[config.mk]
export PLATFORM = sky130hd
export DESIGN_NAME = oam_dma
export DESIGN_NICKNAME = d
export VERILOG_FILES = /design/src/rtl/nes_pkg.sv /design/src/rtl/oam_dma.sv
export SDC_FILE = /design/constraint.sdc
export NUM_CORES = 1
export LEC_CHECK = 0
export CAP_MARGIN = 20
export CELL_PAD_IN_SITES_DETAIL_PLACEMENT = 0
export CELL_PAD_IN_SITES_GLOBAL_PLACEMENT = 1
export CORE_ASPECT_RATIO = 1.2
export CORE_MARGIN = 2
export CORE_UTILIZATION = 40
export CTS_CLUSTER_DIAMETER = 60
export DETAILED_ROUTE_END_ITERATION = 8
export PLACE_DENSITY_LB_ADDON = 0.3
export SLEW_MARGIN = 40
export SYNTH_ARGS = -nofsm -noshare
export SYNTH_HDL_FRONTEND = slang
export SYNTH_SLANG_ARGS = --single-unit
[constraint.sdc]
create_clock -name CLOCK_50 -period 4.5 [get_ports CLOCK_50]
set_clock_uncertainty 0.15 [all_clocks]
set_input_delay 0.9 -clock CLOCK_50 [delete_from_list [all_inputs] [get_ports CLOCK_50]]
set_output_delay 0.9 -clock CLOCK_50 [all_outputs]
set_load 0.03 [all_outputs]
[src/rtl/nes_pkg.sv]
// Shared NES definitions used by the OAM DMA engine.
//   DMA_TRIG_ADDR : CPU address whose store starts a sprite DMA
//   PPU_OAMDATA   : PPU register index receiving each DMA byte
//   PAGE_BYTES    : bytes moved per DMA
//   dma_state_t   : OAM DMA sequencer states
package nes_pkg;

    localparam logic [15:0] DMA_TRIG_ADDR = 16'h4014;
    localparam logic [2:0]  PPU_OAMDATA   = 3'd4;
    localparam int          PAGE_BYTES    = 256;

    typedef enum logic [2:0] {
        IDLE,
        HALT,
        ALIGN,
        READ,
        WRITE
    } dma_state_t;

endpackage

[src/rtl/oam_dma.sv]
// Sprite OAM DMA engine. A CPU store to $4014 halts the CPU (rdy=0) and
// copies CPU page $XX00-$XXFF into PPU OAMDATA, one byte per READ/WRITE
// pair of CPU cycles. Every state step happens on a CLOCK_50 edge with
// cpu_ce=1, so one step is one CPU cycle.
//
// Ports:
//   CLOCK_50, reset            clock, async active-high reset
//   cpu_ce                     one-clock pulse per CPU cycle
//   cpu_addr/cpu_we/cpu_data_out  CPU bus, used to detect the trigger
//   rdy, dma_active            CPU halt and busy flags
//   mem_addr, mem_rd, mem_data_in DMA read side of the CPU memory bus
//   ppu_reg_cs/ppu_reg_addr/ppu_we/ppu_data  PPU register write port
//
// state | meaning
// IDLE  | waiting for a $4014 store, CPU running
// HALT  | first dummy cycle after the trigger
// ALIGN | extra dummy cycle when the halt lands on an odd cycle
// READ  | reading byte {page,idx} from CPU memory
// WRITE | writing the captured byte to OAMDATA
module oam_dma
    import nes_pkg::*;
(
    input  logic        CLOCK_50,
    input  logic        reset,
    input  logic        cpu_ce,
    input  logic [15:0] cpu_addr,
    input  logic        cpu_we,
    input  logic [7:0]  cpu_data_out,
    output logic        rdy,
    output logic        dma_active,
    output logic [15:0] mem_addr,
    output logic        mem_rd,
    input  logic [7:0]  mem_data_in,
    output logic        ppu_reg_cs,
    output logic [2:0]  ppu_reg_addr,
    output logic        ppu_we,
    output logic [7:0]  ppu_data
);

    localparam logic [7:0] LAST_IDX = 8'(PAGE_BYTES - 1);

    dma_state_t state;
    logic       parity;
    logic [7:0] page;
    logic [7:0] idx;
    logic [7:0] idx_next;

    assign idx_next = idx + 8'd1;

    // ppu_data doubles as the captured-byte register.
    always_ff @(posedge CLOCK_50 or posedge reset) begin
        if (reset) begin
            state        <= IDLE;
            parity       <= 1'b0;
            page         <= 8'd0;
            idx          <= 8'd0;
            rdy          <= 1'b1;
            dma_active   <= 1'b0;
            mem_addr     <= 16'd0;
            mem_rd       <= 1'b0;
            ppu_reg_cs   <= 1'b0;
            ppu_reg_addr <= 3'd0;
            ppu_we       <= 1'b0;
            ppu_data     <= 8'd0;
        end else if (cpu_ce) begin
            parity <= ~parity;
            case (state)
                IDLE: begin
                    if (cpu_we && cpu_addr == DMA_TRIG_ADDR) begin
                        page       <= cpu_data_out;
                        idx        <= 8'd0;
                        rdy        <= 1'b0;
                        dma_active <= 1'b1;
                        state      <= HALT;
                    end
                end
                HALT: begin
                    if (parity) begin
                        state <= ALIGN;
                    end else begin
                        mem_addr <= {page, idx};
                        mem_rd   <= 1'b1;
                        state    <= READ;
                    end
                end
                ALIGN: begin
                    mem_addr <= {page, idx};
                    mem_rd   <= 1'b1;
                    state    <= READ;
                end
                READ: begin
                    ppu_data     <= mem_data_in;
                    mem_rd       <= 1'b0;
                    ppu_reg_cs   <= 1'b1;
                    ppu_reg_addr <= PPU_OAMDATA;
                    ppu_we       <= 1'b1;
                    state        <= WRITE;
                end
                WRITE: begin
                    ppu_reg_cs   <= 1'b0;
                    ppu_reg_addr <= 3'd0;
                    ppu_we       <= 1'b0;
                    idx          <= idx_next;
                    if (idx == LAST_IDX) begin
                        rdy        <= 1'b1;
                        dma_active <= 1'b0;
                        state      <= IDLE;
                    end else begin
                        // Page concatenation keeps the address inside the page.
                        mem_addr <= {page, idx_next};
                        mem_rd   <= 1'b1;
                        state    <= READ;
                    end
                end
                default: state <= IDLE;
            endcase
        end
    end

endmodule

Yosys cells after proc, flatten, opt, wreduce, memory -nomap -nowiden
Index checks and enable logic that the tools add are counted.

Flip-flop bits (word level): 51. Output and inout bits: 32. Logic and storage cells: 57.

$add $sub $neg: 1. Equal/unequal tests: 10. Multiplexer cells: 20. Bitwise gates (word level): 1. Reduce and logical (&&, ||, !) cells: 14.

Operator list (number): 16-bit one-hot mux with 3 select lines (1); 16-bit two-way mux (2); 16-bit by 15-bit == test with 1-bit output (second input constant) (1); 8-bit one-hot mux with 2 select lines (1); 3-bit one-hot mux with 5 select lines (1); 4-bit AND reduction (3); 8-bit by 1-bit adder with 8-bit output (second input constant) (1); 8-bit == test (second input constant) (1); 8-bit two-way mux (1); 2-bit inequality test (second input constant) (4); 1-bit two-way mux (7); 3-bit by 2-bit == test with 1-bit output (second input constant) (2); 1-bit one-hot mux with 2 select lines (3); 3-bit one-hot mux with 2 select lines (1); 2-bit AND reduction (3); 3-bit AND reduction (2); 1-bit one-hot mux with 4 select lines (1); 2-bit nonzero test (2); 4-bit nonzero test (1); 3-bit by 1-bit == test with 1-bit output (second input constant) (1); 3-bit == test (second input constant) (1); 3-bit logical NOT (1); 3-bit two-way mux (1); 3-bit nonzero test (1); 3 further kinds (3).

Longest topological paths before layout
Gate-level depths: netlist of the first run.

Word-level depth: 4. Depth in mapped cells: 8. Depth with buffers taken out: 5.

Worst setup path before layout of the first run
OpenSTA, ideal clock, no wires.

Path kind: in2reg. Start point: in cpu_addr[13]. End point: reg page[0]. Arrival time: 2.284 ns. Required time: 4.225 ns. Path slack: 1.942 ns. Stages: 4. Path buffers: 0. Cells stage by stage: nor4b_1 > nand4_1 > nor4_4 > mux2_2.

Cells in the longest elaborated chain, start to end: 3.

Ends and longest elaborated chain: start, declared (line oam_dma.sv:26) `input logic [15:0] cpu_addr,`; 16-bit by 15-bit == test with 1-bit output (line oam_dma.sv:69) `if (cpu_we && cpu_addr == DMA_TRIG_ADDR) begin`; 1-bit logical AND (line oam_dma.sv:69); 3-bit AND reduction (no source line); end signal, assigned (line oam_dma.sv:70) `page <= cpu_data_out;`; end, declared (line oam_dma.sv:44) `logic [7:0] page;`.

No other way between the ends. A chain may end at the register's enable or synchronous reset.

Final worst setup path of the first run
Start point: in cpu_addr[13]. End point: reg page[1].

The elaborated chain is that of the path after synthesis.

==> results.toml, run 1 <==
[placement]
port_buffers = 65
place_ws_ns = 1.22
hpwl_um = 3380
place_congestion = 0.736

[layout]
antenna_cells = 0
drive_gt1_share_pct = 18.6
num-nets-final = 290
syn_to_final_growth_pct = 32.3

[setup_path]
critPathSlowestCell = "nor4_4"
critPathMaxFanout = 8
crit_chain = "clkdlybuf4s50_1 -> nor4b_1 -> nand4_1 -> nor4_4 -> mux2_2"
worstSetupStartpointType = "primary input"
r2r-start = "state[2]"
worstPathRequired_ns = 4.54
end_kind = "flop"
crit_arrival_ns = 2.95
critical_path_buf_inv_count = 1
critPathKind = "primary input to flop"
slowest_delay_ns = 0.62
startpoint = "cpu_addr[13]"
critPathTopFamily = "simple AND/OR/NAND/NOR gates"

[clock_network]
clkSinkCount = 48
numCtsBuffers = 5
clkTransAtPathRegs_ns = 0.10
cts_root_buf = "clkbuf_8"
cts_resized = 0
cts_buffer_depth = 2
hold_buffers = 0
insertion_delay_ns = 0.31
postCtsSetupBuffers = 0
cts_tree = "yes"
h-tree-depth = 2

[detailed_routing]
detail_route.first_pass.iterations = 4
drc = 0
drt-initial-drc-count = 39
vias_per_cell = 5.00
wl_per_cell_um = 14.1
totalWireLength_um = 4710
dr_total_vias = 1666
drtAntennaViolNets = 0

[logic_synthesis]
synthCells = 191
synthArstFlopShare_pct = 100
yosys.cell_types.count = 43
synth_edf_count = 0
ys_top_cells_by_area = "dfrtp_1 (50%), mux2_2 (12%), mux2_4 (4.5%)"
yosys_warnings = 0
synth_top_flop_cell = "dfrtp_1"
ys_ff_latch = 48
avgSynthCellArea_um2 = 12.2
yosys.area.top_type = "dfrtp_1"
netlist.area_leader.share_pct = 50.3
synthesis.area_um2 = 2340
yosysSeqAreaShare_pct = 51.5

[floorplan]
die_h_um = 87.7
start_util_pct = 41.2
boundaryPins = 68
row_count = 30
core_um2 = 5670
die_area_um2 = 6470
die_width_um = 73.8

[sta]
fin_crit_sh_pct = 64.7
worst_pin_slew_ns = 0.628
drv_slew = 0
tns_ns = 0
fmax_mhz = 344
grt_setup_unrepaired = "no"
fin_ws_ns = 1.59
slew_headroom_pct = 57.7
hold_viol_final = 0
finalSetupViolCount = 0
min_period_ns = 2.91

[pwr]
peakVddDrop_mv = 0.259
power.static_leakage_nw = 1.31
p_per_area_nw_per_um2 = 521

[global_route]
grt_pass1_wl_um = 7650
grtUsageTotal_pct = 15.2
antenna_found_initial = 0
grt_pass1_vias = 1639
grt_max_degree = 49
grt_overflow_total = 0

[run]
maxCapViolCount = 0

[run_status]
status = "completed"

[hold_path]
hold_path_class = "flop to flop"
hp-start = "parity"
==> cells in the final DEF, fill, tap and decap left out, types with 2 or more instances in the layout <==
master	instances
clkdlybuf4s50_1	65
dfrtp_1	47
mux2_2	25
nand2_1	15
inv_1	10
o211ai_1	9
o21ai_0	8
mux2_4	7
nand3_1	6
xnor2_1	6
clkbuf_8	6
nor4b_1	3
nand4_1	3
nor3b_1	3
nor3_1	3
or4_1	3
nor4_1	2
nor4_4	2
or3b_1	2
nor2_1	2
mux2i_1	2
ha_1	2
conb_1	2
clkinvlp_4	2
==> registers in the layout, indices dropped and copies added (netlist names) <==
register / cells
ppu_data: 8
idx: 8
dma_active: 1
mem_rd: 1
page: 8
parity: 1
mem_addr: 16
state: 3
ppu_reg_addr: 1
rdy: 1
==> metal layers <==
metal | wire length, um | global-route usage [%] | share of wire [%] | up-vias
met5 | 0 | 0 | 0 | -
met4 | 59 | 4.46 | 1.3 | 0
met3 | 197 | 3.68 | 4.2 | 7
met2 | 2360 | 26.3 | 50 | 43
met1 | 2090 | 18.8 | 44 | 814
li1 | - | - | - | 802
==> Yosys cell counts, drive strengths merged, types with 2 or more instances <==
cell and instances:
nand3 6, o21ai 8, buf 9, ha 2
nor3 3, nand2 15, mux2 32, dfrtp 47
or3b 2, nor4 4, nand4 3, o211ai 9
mux2i 2, nor2 2, xnor2 6, inv 12
or4 3, or3 2, nor4b 3, clkbuf 3
nor3b 3
==> path summary, 6_finish.rpt <==
path	to	depth (start not counted)	slack, ns
setup / recovery	page[1]	5	1.59
hold / removal	parity	1	0.34
setup reg to reg	mem_addr[14]	4	1.76
hold reg to reg	parity	1	0.34
max in group asynchronous	idx[5]	2	2.93
min in group asynchronous	parity	2	0.86
==> metrics by stage <==
| stage | cells | area (um2) | util, % | hold slack [ns] | power (mW) |
|---|---|---|---|---|---|
| floorplan | 192 | 2340 | - | 0.309 | 1.14 |
| global placement | 325 | 2990 | 52.7 | 0.331 | 1.34 |
| detailed placement | 325 | 2990 | 52.8 | 0.334 | 1.35 |
| CTS | 333 | 3090 | 54.5 | 0.351 | 1.63 |
| global route | 333 | 3090 | 54.5 | 0.370 | 1.72 |
| finish | 333 | 3090 | 54.5 | 0.345 | 1.61 |
==> report_power, final <==
group / internal (mW) / leakage [nW] / switching (mW)
clock: 0.125 / 0.0434 / 0.151
combinational: 0.330 / 0.673 / 0.355
sequential: 0.544 / 0.593 / 0.106
==> cells by family after synthesis <==
family,Yosys count,synth area share (%)
other cells,1,0.161
simple gates,48,12.7
xor+xnor,7,2.62
compound gates,27,8.30
mux,34,17.4
flops,48,51.5
buf+inv,24,6.27
fa+ha+maj,2,1.07
==> final cells by class <==
type,instances,area [um2]
sequential,48,1200
multi-input combinational,120,992
inverter,12,47.5
clock inverter,2,15.0
tap,80,100
timing repair buffer,65,651
clock buffer,6,82.6
fill,507,2580
Power figures use the tool's default switching activity.
==> run 2: changes to the inputs <==
--- a/config.mk
+++ b/config.mk
@@ -10,7 +10,7 @@
 export CELL_PAD_IN_SITES_GLOBAL_PLACEMENT = 1
 export CORE_ASPECT_RATIO = 1.2
 export CORE_MARGIN = 2
-export CORE_UTILIZATION = 40
+export CORE_UTILIZATION = 37
 export CTS_CLUSTER_DIAMETER = 60
 export DETAILED_ROUTE_END_ITERATION = 8
 export PLACE_DENSITY_LB_ADDON = 0.3
==> constraint.sdc (replaced) <==
create_clock -name CLOCK_50 -period 3 [get_ports CLOCK_50]
set_clock_uncertainty 0.15 [all_clocks]
set_input_delay 0.6 -clock CLOCK_50 [delete_from_list [all_inputs] [get_ports CLOCK_50]]
set_output_delay 0.6 -clock CLOCK_50 [all_outputs]
set_load 0.03 [all_outputs]
==> run 2 against run 1 <==
  * Final cell count up 3.6%
  * Critical path type is now flop to flop
  * Clock-buffer cell count unchanged
  * Critical endpoint is now mem_addr[3]
  * Wire length up 3.1%
  * Hold slack better by 0.010 ns
  * Critical path depth unchanged
==> results.toml, run 2 (synthesis results as in run 1) <==
[placement]
place_congestion = 0.763
place_ws_ns = 0.273
hpwl_um = 3620
port_buffers = 65
place_inst = 337

[setup_path]
critPathKind = "flop to flop"
end_kind = "flop"
crit_arrival_ns = 2.52
critPathMaxFanout = 14
worstSetupStartpointType = "flop"
worstPathRequired_ns = 3.04

[pwr]
seq_power_share_pct = 39.1
p_sw_share_pct = 37.5
power.static_leakage_nw = 1.38
combPwrFrac_pct = 44.2
p_per_area_nw_per_um2 = 774
cellInternalPower_mw = 1.54
p_clk_share_pct = 16.7
finalPower_mw = 2.47
peakVddDrop_mv = 0.569
switchingPower_mw = 0.927

[hold_path]
hold_path_class = "flop to flop"

[layout]
regMostFlops = "mem_addr"
num-nets-final = 300
final_common_cell = "clkdlybuf4s50_1"
layoutNonFillerInstCount = 345
drive_gt1_share_pct = 21.3
syn_to_final_growth_pct = 36.5
nFillCells = 566
layout_common_cells = "clkdlybuf4s50_1 (65), dfrtp_1 (47), mux2_2 (25)"
largest_reg_flops = 16
antenna_cells = 0

[clock_network]
clkTransAtPathRegs_ns = 0.09
cts_root_buf = "clkbuf_8"
cts_tree = "yes"
postCtsSetupBuffers = 0
clkSinkCount = 48
cts_resized = 0
cts_buffer_depth = 2
insertion_delay_ns = 0.30
h-tree-depth = 2
numCtsBuffers = 5
hold_buffers = 0

[floorplan]
die_h_um = 91.0
row_count = 31
core_um2 = 6090
boundaryPins = 68
die_width_um = 76.5
die_area_um2 = 6970
start_util_pct = 38.4

[detailed_routing]
vias_per_cell = 4.90
drtAntennaViolNets = 0
totalWireLength_um = 4850
wl_met2_um = 2500
drt-initial-drc-count = 71
detail_route.first_pass.iterations = 4
dr_total_vias = 1690
met3_length_um = 219
drc = 0
wl_met1_um = 2080
highest_layer = "met4"
wl_per_cell_um = 14.1

[global_route]
grt_pass1_vias = 1727
antenna_found_initial = 0
grt_overflow_total = 0
grt_max_degree = 30
grt_pass1_wl_um = 8080
grtUsageTotal_pct = 14.6

[sta]
finalSetupViolCount = 0
min_period_ns = 2.47
hold_slack_ns = 0.355
tns_ns = 0
fin_crit_sh_pct = 82.5
worst_pin_slew_ns = 0.571
fin_ws_ns = 0.525
drv_slew = 0
hold_viol_final = 0
slew_headroom_pct = 61.6
fmax_mhz = 404
grt_setup_unrepaired = "no"

[run]
maxCapViolCount = 0

[run_status]
status = "completed"
[run 2: layout make-up]
| class | count | area (um2) | share of cell area [%] |
|---|---|---|---|
| multi-input cells | 120 | 991 | 31.1 |
| inverters | 12 | 45.0 | 1.41 |
| flip-flops and latches | 48 | 1200 | 37.7 |
| clock buffers | 6 | 82.6 | 2.59 |
| clock inverters | 2 | 13.8 | 0.432 |
| repair buffers | 75 | 751 | 23.5 |
| well taps | 82 | 103 | 3.22 |
[run 2: metal layers]
layer | GRT usage [%] | vias to the layer above
li1 | - | 825
met1 | 17.2 | 823
met2 | 25.4 | 40
met3 | 3.48 | 2
met4 | 5.91 | 0
met5 | 0 | -
[run 2: metrics by stage]
stage	util (%)	area [um2]
floorplan	-	2340
global placement	50.8	3090
detailed placement	50.8	3090
CTS	52.4	3190
global route	52.4	3190
finish	52.4	3190
[run 2: worst paths after layout]
kind	end	slack, ns	startpoint	depth (start not counted)
hold / removal	parity	0.35	parity	1
setup reg to reg	mem_addr[3]	0.53	state[0]	5
max in group asynchronous	mem_addr[0]	1.70	reset	3
min in group asynchronous	mem_addr[1]	0.49	reset	2
hold reg to reg	parity	0.35	parity	1
setup / recovery	mem_addr[3]	0.53	state[0]	5
[run 2: worst max-delay path: stages (launching register included)]
cell	delay [ns]
dfrtp_1	0.47
or3b_1	0.46
nor4_4	0.36
or3_1	0.38
buf_12	0.20
mux2_2	0.34
[run 2: power groups by stage]
stage,clock [mW],sequential [mW],combinational [mW]
global route,0.457,0.997,1.17
global placement,0,0.975,1.09
CTS,0.430,0.967,1.10
floorplan,0,1.13,0.583
finish,0.412,0.966,1.09
detailed placement,0,0.981,1.10
